`config.mk`:
```
export PLATFORM = sky130hd
export DESIGN_NAME = lift_scan_ctrl
export DESIGN_NICKNAME = d
export VERILOG_FILES = /design/src/rtl/lift_scan_ctrl.sv
export SDC_FILE = /design/constraint.sdc
export NUM_CORES = 1
export LEC_CHECK = 0
export ABC_AREA = 1
export BUFFER_PORTS_ARGS = -buffer_cell sky130_fd_sc_hd__buf_4
export CAP_MARGIN = 20
export CORE_MARGIN = 2
export CORE_UTILIZATION = 25
export CTS_BUF_LIST = sky130_fd_sc_hd__clkbuf_16
export CTS_CLUSTER_SIZE = 10
export DETAILED_ROUTE_END_ITERATION = 12
export HOLD_SLACK_MARGIN = 0.08
export SETUP_SLACK_MARGIN = 0.15
export SYNTH_ARGS = -nofsm -noshare
export SYNTH_HDL_FRONTEND = slang
export SYNTH_SLANG_ARGS = --single-unit
```
`constraint.sdc`:
```
create_clock -name in_clk -period 2.6 [get_ports in_clk]
set_clock_uncertainty 0.15 [all_clocks]
set_input_delay 0.52 -clock in_clk [delete_from_list [all_inputs] [get_ports in_clk]]
set_output_delay 0.52 -clock in_clk [all_outputs]
set_load 0.005 [all_outputs]
```
`src/rtl/lift_scan_ctrl.sv`:
```
// lift_scan_ctrl: SCAN-scheduled lift controller with a registered pending-request
// bitmap, per-floor travel timing and a timed door phase.
// Optional feature: define LIFT_EMERG_EN to add the in_emerg recall-to-floor-0 input.
module lift_scan_ctrl #(
  parameter int unsigned FLOORS     = 8,
  parameter int unsigned FW         = $clog2(FLOORS),
  parameter int unsigned TRAVEL_CYC = 4,
  parameter int unsigned DOOR_CYC   = 3
) (
  input  logic              in_clk,
  input  logic              in_rst_n,
  input  logic              in_req_vld,
  input  logic [FW-1:0]     in_req_f,
`ifdef LIFT_EMERG_EN
  input  logic              in_emerg,
`endif
  output logic [FW-1:0]     o_f,
  output logic              o_r,
  output logic [1:0]        o_dir,
  output logic              o_door,
  output logic [FLOORS-1:0] o_pend
);

  localparam int unsigned TW  = $clog2(TRAVEL_CYC + 1);
  localparam int unsigned DW  = $clog2(DOOR_CYC + 1);
  localparam int unsigned FW1 = FW + 1;

  localparam logic [1:0] DIR_IDLE = 2'b00;
  localparam logic [1:0] DIR_UP   = 2'b01;
  localparam logic [1:0] DIR_DN   = 2'b10;

  typedef enum logic [1:0] {IDLE, MOVE, DOOR} state_t;

  state_t            state, state_n;
  logic [FW-1:0]     f_n;
  logic [1:0]        dir_n;
  logic              r_n;
  logic [TW-1:0]     tcnt, tcnt_n;
  logic [DW-1:0]     dcnt, dcnt_n;
  logic [FLOORS-1:0] pend_n, set_m, clr_m;
  logic              req_ok, up_any, dn_any, go_up, ahead, behind;

  // Pending requests strictly above / strictly below the current floor.
  always_comb begin
    up_any = 1'b0;
    dn_any = 1'b0;
    for (int unsigned i = 0; i < FLOORS; i++) begin
      if (i > 32'(o_f)) up_any = up_any | o_pend[i];
      if (i < 32'(o_f)) dn_any = dn_any | o_pend[i];
    end
  end

  // Next-state, next-output and pending-bitmap update.
  always_comb begin
    state_n = state;
    f_n     = o_f;
    dir_n   = o_dir;
    r_n     = 1'b0;
    tcnt_n  = tcnt;
    dcnt_n  = dcnt;
    clr_m   = '0;
    req_ok  = in_req_vld && ({1'b0, in_req_f} < FW1'(FLOORS));
    set_m   = req_ok ? (FLOORS'(1) << in_req_f) : '0;
    // An idle cab has no heading; treat it as up so ties favour upward travel.
    go_up   = (o_dir != DIR_DN);
    ahead   = go_up ? up_any : dn_any;
    behind  = go_up ? dn_any : up_any;

    case (state)
      IDLE: begin
        dir_n = DIR_IDLE;
        if (o_pend[o_f]) begin
          state_n = DOOR;
          r_n     = 1'b1;
          dcnt_n  = '0;
          clr_m   = FLOORS'(1) << o_f;
        end else if (up_any) begin
          state_n = MOVE;
          dir_n   = DIR_UP;
          tcnt_n  = '0;
        end else if (dn_any) begin
          state_n = MOVE;
          dir_n   = DIR_DN;
          tcnt_n  = '0;
        end
      end
      MOVE: begin
        if (tcnt == TW'(TRAVEL_CYC - 1)) begin
          tcnt_n = '0;
          f_n    = (o_dir == DIR_DN) ? (o_f - FW'(1)) : (o_f + FW'(1));
          if (o_pend[f_n]) begin
            state_n = DOOR;
            r_n     = 1'b1;
            dcnt_n  = '0;
            clr_m   = FLOORS'(1) << f_n;
          end
        end else begin
          tcnt_n = tcnt + TW'(1);
        end
      end
      DOOR: begin
        if (req_ok && (in_req_f == o_f)) begin
          // Hall call at the open door: keep it open, never latch the bit.
          dcnt_n = '0;
          set_m  = '0;
        end else if (dcnt == DW'(DOOR_CYC - 1)) begin
          tcnt_n = '0;
          if (ahead) begin
            state_n = MOVE;
            dir_n   = go_up ? DIR_UP : DIR_DN;
          end else if (behind) begin
            state_n = MOVE;
            dir_n   = go_up ? DIR_DN : DIR_UP;
          end else begin
            state_n = IDLE;
            dir_n   = DIR_IDLE;
          end
        end else begin
          dcnt_n = dcnt + DW'(1);
        end
      end
      default: state_n = IDLE;
    endcase

`ifdef LIFT_EMERG_EN
    // Emergency recall: drop all calls, run down to floor 0 and hold the door open.
    if (in_emerg) begin
      set_m  = '0;
      clr_m  = '1;
      r_n    = 1'b0;
      dcnt_n = '0;
      tcnt_n = '0;
      f_n    = o_f;
      dir_n  = DIR_DN;
      if (o_f == '0) begin
        state_n = DOOR;
        r_n     = (state != DOOR);
        dir_n   = o_dir;
      end else if (state != MOVE) begin
        state_n = MOVE;
      end else if (tcnt == TW'(TRAVEL_CYC - 1)) begin
        f_n     = o_f - FW'(1);
        state_n = (f_n == '0) ? DOOR : MOVE;
        r_n     = (f_n == '0);
      end else begin
        state_n = MOVE;
        tcnt_n  = tcnt + TW'(1);
      end
    end else if (state == MOVE && state_n == MOVE && tcnt == TW'(TRAVEL_CYC - 1) &&
                 f_n == '0) begin
      // A downward run left over from a released recall parks at floor 0.
      state_n = DOOR;
      r_n     = 1'b1;
      dcnt_n  = '0;
    end
`endif

    pend_n = (o_pend | set_m) & ~clr_m;
  end

  // State and output registers with synchronous active-low reset.
  always_ff @(posedge in_clk) begin
    if (!in_rst_n) begin
      state  <= IDLE;
      o_f    <= '0;
      o_r    <= 1'b0;
      o_dir  <= DIR_IDLE;
      o_door <= 1'b0;
      o_pend <= '0;
      tcnt   <= '0;
      dcnt   <= '0;
    end else begin
      state  <= state_n;
      o_f    <= f_n;
      o_r    <= r_n;
      o_dir  <= dir_n;
      o_door <= (state_n == DOOR);
      o_pend <= pend_n;
      tcnt   <= tcnt_n;
      dcnt   <= dcnt_n;
    end
  end

endmodule

```
Yosys cells after proc, flatten, opt, wreduce, memory -nomap -nowiden
Index checks and enable logic that the tools add are counted.
- add/subtract/negate cells: 4
- order comparisons: 16
- bitwise operators: 15
- shift operators: 3
- reduce and logical (&&, ||, !) cells: 8
- multiplexer cells: 65
- eq/ne operators: 16
- operators with widths (kind ; count):
    $mux W8 ; 6
    $mux W2 ; 21
    $shl A1 B3 Y8 const A ; 3
    $mux W1 ; 23
    $mux W3 ; 7
    $pmux W8 S2 ; 1
    $ne A2 B2 Y1 const B ; 7
    $gt A3 B3 Y1 const A ; 4
    $or A1 B1 Y1 ; 12
    $pmux W2 S3 ; 2
    $reduce_and A5 Y1 ; 2
    $lt A3 B3 Y1 const A ; 3
    $pmux W3 S3 ; 1
    $and A8 B8 Y8 ; 1
    $eq A2 B2 Y1 const B ; 4
    $lt A3 B4 Y1 const B ; 2
    $not A8 Y8 ; 1
    $or A8 B8 Y8 ; 1
    $add A3 B1 Y3 const B ; 2
    $bmux W1 S3 ; 2
    $gt A2 B3 Y1 const A ; 2
    $lt A1 B3 Y1 const A ; 2
    $lt A2 B3 Y1 const A ; 2
    $ne A3 B3 Y1 const B ; 2
    other kinds (14) ; 14
- bits in registers: 22
- input port bits: 6
- output and inout bits: 15

Depth between registers and ports, before layout
- depth in word-level cells: 21
- gate-level depth with buffers: 15
- mapped depth without buffers: 14

Least setup slack after synthesis
OpenSTA, ideal clock, no wires.
- path type: flip-flop to flip-flop
- from: register o_f[1]
- to: register dcnt[0]
- cell stages (with the launch flop): 14
- setup time: 113 ps
- setup slack: 507 ps
- data required time: 2337 ps
- buffers on the path: 1
- data arrival time: 1830 ps
- cells stage by stage: dfxtp_1 buf_2 inv_1 ha_1 xnor2_2 nand2_1 o21ai_0 nand2_1 nand2_1 nand2_2 nand3_2 nand2_1 nand2_1 nor2_1
- word-level cells in the longest chain between the ends: 6
- elaborated cells on any way between the ends: 15
- those cells by class: add/sub: 2; eq/ne: 4; mux: 7; reduce/logical: 2
- ends and longest elaborated chain (element ; RTL line ; text):
    from (decl) ; 17 ; output logic [FW-1:0] o_f,
    from (signal assigned) ; 174 ; o_f <= f_n;
    $add A3 B1 Y3 or $sub A3 B1 Y3 (tied branches) ; 90 ; f_n = (o_dir == DIR_DN) ? (o_f - FW'(1)) : (o_f + FW'(1));
    $mux W3 ; 90 ;
    $bmux W1 S3 ; 91 ; if (o_pend[f_n]) begin
    $mux W1 (implied by the code) ; 91 ;
    $ne A2 B2 Y1 (no source line) ; - ;
    $reduce_and A5 Y1 (no source line) ; - ;
    to (signal assigned) ; 180 ; dcnt <= dcnt_n;
    to (decl) ; 39 ; logic [DW-1:0] dcnt, dcnt_n;
Parallel ways exist; a longest one is shown, timed or not. The select of a mux whose other input is x is not followed.
A chain may end at the register's enable or synchronous reset.

Worst setup path after layout
- from: register o_f[0]
- to: register dcnt[1]
Same word-level chain as after synthesis.

==> impl_metrics.csv <==
group,metric,value,unit
run_status,outcome,"finished clean",
layout,final_common_cell,"nand2_1",
layout,syn2layout_area_growth,19.02,%
clock_tree,cts_sinks,22,
route,ant_nets,0,
layout,drive_gt1_frac,0.1685,
layout,final_cells,350,
critical_path,cp_cell_sequence,"inv_4 -> ha_1 -> xnor2_2 -> nand2_1 -> o21ai_0 -> nand2_1 -> nand2_1 -> nand2_2 -> nand3_2 -> nand2_1 -> nand2_1 -> nor2_1",
clock_tree,clock_latency,0.26,ns
synth,synth.distinct_cells,34,
clock_tree,cts_buffers,3,
sta,rsz0062_at_grt,"false",
worst_hold_path,min_path_type,"reg -> reg",
route,drt_iter0_drc,127,
sta,setup_ws,0.4337,ns
layout,regArea,441.7,sq um
route,drt_wl_total,4.530,mm
sta,setup_tns,0,ns
power,leakage,0.8989,nW
floorplan,start_util,0.2584,
flow_run,maxCapViolations,0,
clock_tree,hold_buffers,0,
floorplan,die_w,84.79,microns
grt,grt_pass1_wl,7.438,mm
layout,n_fill_cell,695,
critical_path,crit_buf_inv,1,
floorplan,ios,21,
layout,multi_input_area,0.001018,sq mm
place,pre_cts_slack,0.3733,ns
synth,synthCells,250,
synth,synth_area_per_cell,6.526,sq um
critical_path,cp_max_fo,12,
power,p_per_area,467.1,mW/mm^2
grt,grt_pass1_vias,1512,
route,viasPerCell,4.829,
critical_path,criticalPathCategory,"reg -> reg",
synth,seq_area_frac_synth,0.2699,
grt,globalRouteOverflowTotal,0,
critical_path,slowest_stage,"dfxtp_2",
synth,syn_area,0.001632,sq mm
clock_tree,clk_path_buf_depth,2,
critical_path,crit_path_start_kind,"register",
floorplan,die_h,84.79,microns
sta,slew_headroom,0.6678,
place,port_buffers,20,
floorplan,coreArea,0.006314,sq mm
layout,final_net_count,289,
sta,fin_crit_sh,0.8332,
sta,tightest_slew,0.4978,ns
synth,syn_nets,265,
sta,fmax,461.6,MHz
clock_tree,root_buffer,"clkbuf_16",
route,firstDrtPassIters,5,
critical_path,cp-end-kind,"register",
critical_path,critPathRequiredTime,2.60,ns
synth,ys_warn_count,0,
route,route.vias.total,1690,
clock_tree,htreeDepth,1,
layout,diodes,0,
clock_tree,clk_pin_slew,0.06,ns
sta,drv_slew,0,
grt,grt_max_degree,17,
clock_tree,cts_tree,"done",
layout,final_cell_area,0.001942,sq mm
floorplan,dieArea,0.007189,sq mm
power,peakVddDrop,0.2144,mV
sta,finalHoldViolCount,0,
floorplan,rows,29,
sta,setup-violations-final,0,
critical_path,arrival,2.17,ns
route,wire_per_inst,12.94,microns
critical_path,cpMostUsedCell,"nand2_1",
grt,grt_util_all_layers,0.1290,
layout,mostFrequentLayoutCells,"64 x nand2_1, 30 x inv_1, 29 x nor2_1",
synth,yosys_register_bits,22,
place,postPlaceCellArea,0.001862,sq mm
grt,antenna_found_initial,0,
place,globalplace.congestion,0.9169,
place,hpwl,3.580,mm
sta,period_needed,2.166,ns
critical_path,cp_top_family,"simple AND/OR/NAND/NOR gates",
route,drc_errors,0,
place,numPlacedInstances,346,
critical_path,crit_path_max_incr_delay,0.40,ns
## synth_stat cells (all sizes together)
| cell | instances | share of area |
|---|---|---|
| nand3 | 12 | 0.040 |
| o22ai | 5 | 0.019 |
| nand2 | 69 | 0.17 |
| xor2 | 3 | 0.016 |
| nor3 | 9 | 0.035 |
| nand4 | 3 | 0.012 |
| a32oi | 1 | 0.0054 |
| nor2 | 33 | 0.085 |
| xnor2 | 1 | 0.010 |
| o21ai | 16 | 0.058 |
| a31oi | 6 | 0.023 |
| ha | 9 | 0.069 |
| o21a | 1 | 0.0046 |
| nand3b | 1 | 0.0046 |
| o211ai | 4 | 0.021 |
| dfxtp | 22 | 0.27 |
| inv | 33 | 0.077 |
| a21oi | 17 | 0.052 |
| buf | 4 | 0.026 |
| clkbuf | 1 | 0.0023 |
## worst reg2reg max path: stages (launching register included)
cell and delay, ns:
dfxtp_2 0.40, inv_4 0.09, ha_1 0.36, xnor2_2 0.29, nand2_1 0.08, o21ai_0 0.08
nand2_1 0.14, nand2_1 0.13, nand2_2 0.09, nand3_2 0.11, nand2_1 0.06, nand2_1 0.05
nor2_1 0.04
## metal layers
| metal | part of all wire | global-route usage | vias up |
|---|---|---|---|
| met3 | 0.048 | 0.01770 | 11 |
| met5 | 0 | 0 | - |
| met4 | 0.029 | 0.05772 | 0 |
| met2 | 0.42 | 0.1825 | 61 |
| met1 | 0.50 | 0.1924 | 753 |
| li1 | - | - | 865 |
## stage by stage
| step | util | total power [mW] | hold WS [ns] |
|---|---|---|---|
| 6_report | 0.3076 | 0.9070 | 0.3408 |
| 5_1_grt | 0.3076 | 0.9547 | 0.3832 |
| 4_1_cts | 0.3074 | 0.9145 | 0.3506 |
| 3_5_place_dp | 0.2949 | 0.5784 | 0.3359 |
| 3_3_place_gp | 0.2949 | 0.5765 | 0.3270 |
| 2_1_floorplan | - | 0.5221 | 0.3056 |
## power by group
part / switching [mW] / leakage, nW / internal [mW]
combinational: 0.117 / 0.681 / 0.0741
clock: 0.130 / 0.0385 / 0.206
sequential: 0.0203 / 0.179 / 0.360
total: 0.267 / 0.899 / 0.640
## final cells by class
cell class / instances / area share
multi-input cells: 190 / 0.5245
clock inverters: 1 / 0.001933
clock buffers: 3 / 0.03866
repair buffers: 24 / 0.09278
well taps: 77 / 0.04961
inverters: 33 / 0.06508
flip-flops and latches: 22 / 0.2274
## sequential cells by signal, indices dropped and copies added (netlist names)
register / cells
dcnt: 2
o_dir: 2
o_door: 1
o_f: 3
o_pend: 8
o_r: 1
state: 2
tcnt: 3
## path summary, 6_finish.rpt
check	slack, ns	depth (start not counted)	endpoint	startpoint
worst min register to register	0.34	2	tcnt[1]$_SDFFE_PN0P_	tcnt[1]$_SDFFE_PN0P_
worst max-delay path	0.43	12	dcnt[1]$_SDFFE_PN0P_	o_f[0]$_SDFFE_PN0P_
worst min-delay path	0.34	2	tcnt[1]$_SDFFE_PN0P_	tcnt[1]$_SDFFE_PN0P_
worst max register to register	0.43	12	dcnt[1]$_SDFFE_PN0P_	o_f[0]$_SDFFE_PN0P_
## repair_timing
| action | 4_1_cts | 5_1_grt |
|---|---|---|
| resized for setup | 0 | 1 |
| hold endpoints to repair | 0 | 0 |
| setup endpoints to repair | 0 | 2 |
| buffers inserted | 0 | 0 |
## kinds of logic (layout without fill, tap and decap cells)
group / count (synthesis) / after routing / synth area share
buffers and inverters: 38 / 61 / 0.1058
XOR/XNOR: 4 / 4 / 0.02608
flip-flops: 22 / 22 / 0.2699
adder cells (fa/ha/maj): 9 / 9 / 0.06902
AO/OA/AOI/OAI: 50 / 50 / 0.1841
AND/OR/NAND/NOR: 127 / 127 / 0.3451
Power figures use the tool's default switching activity.
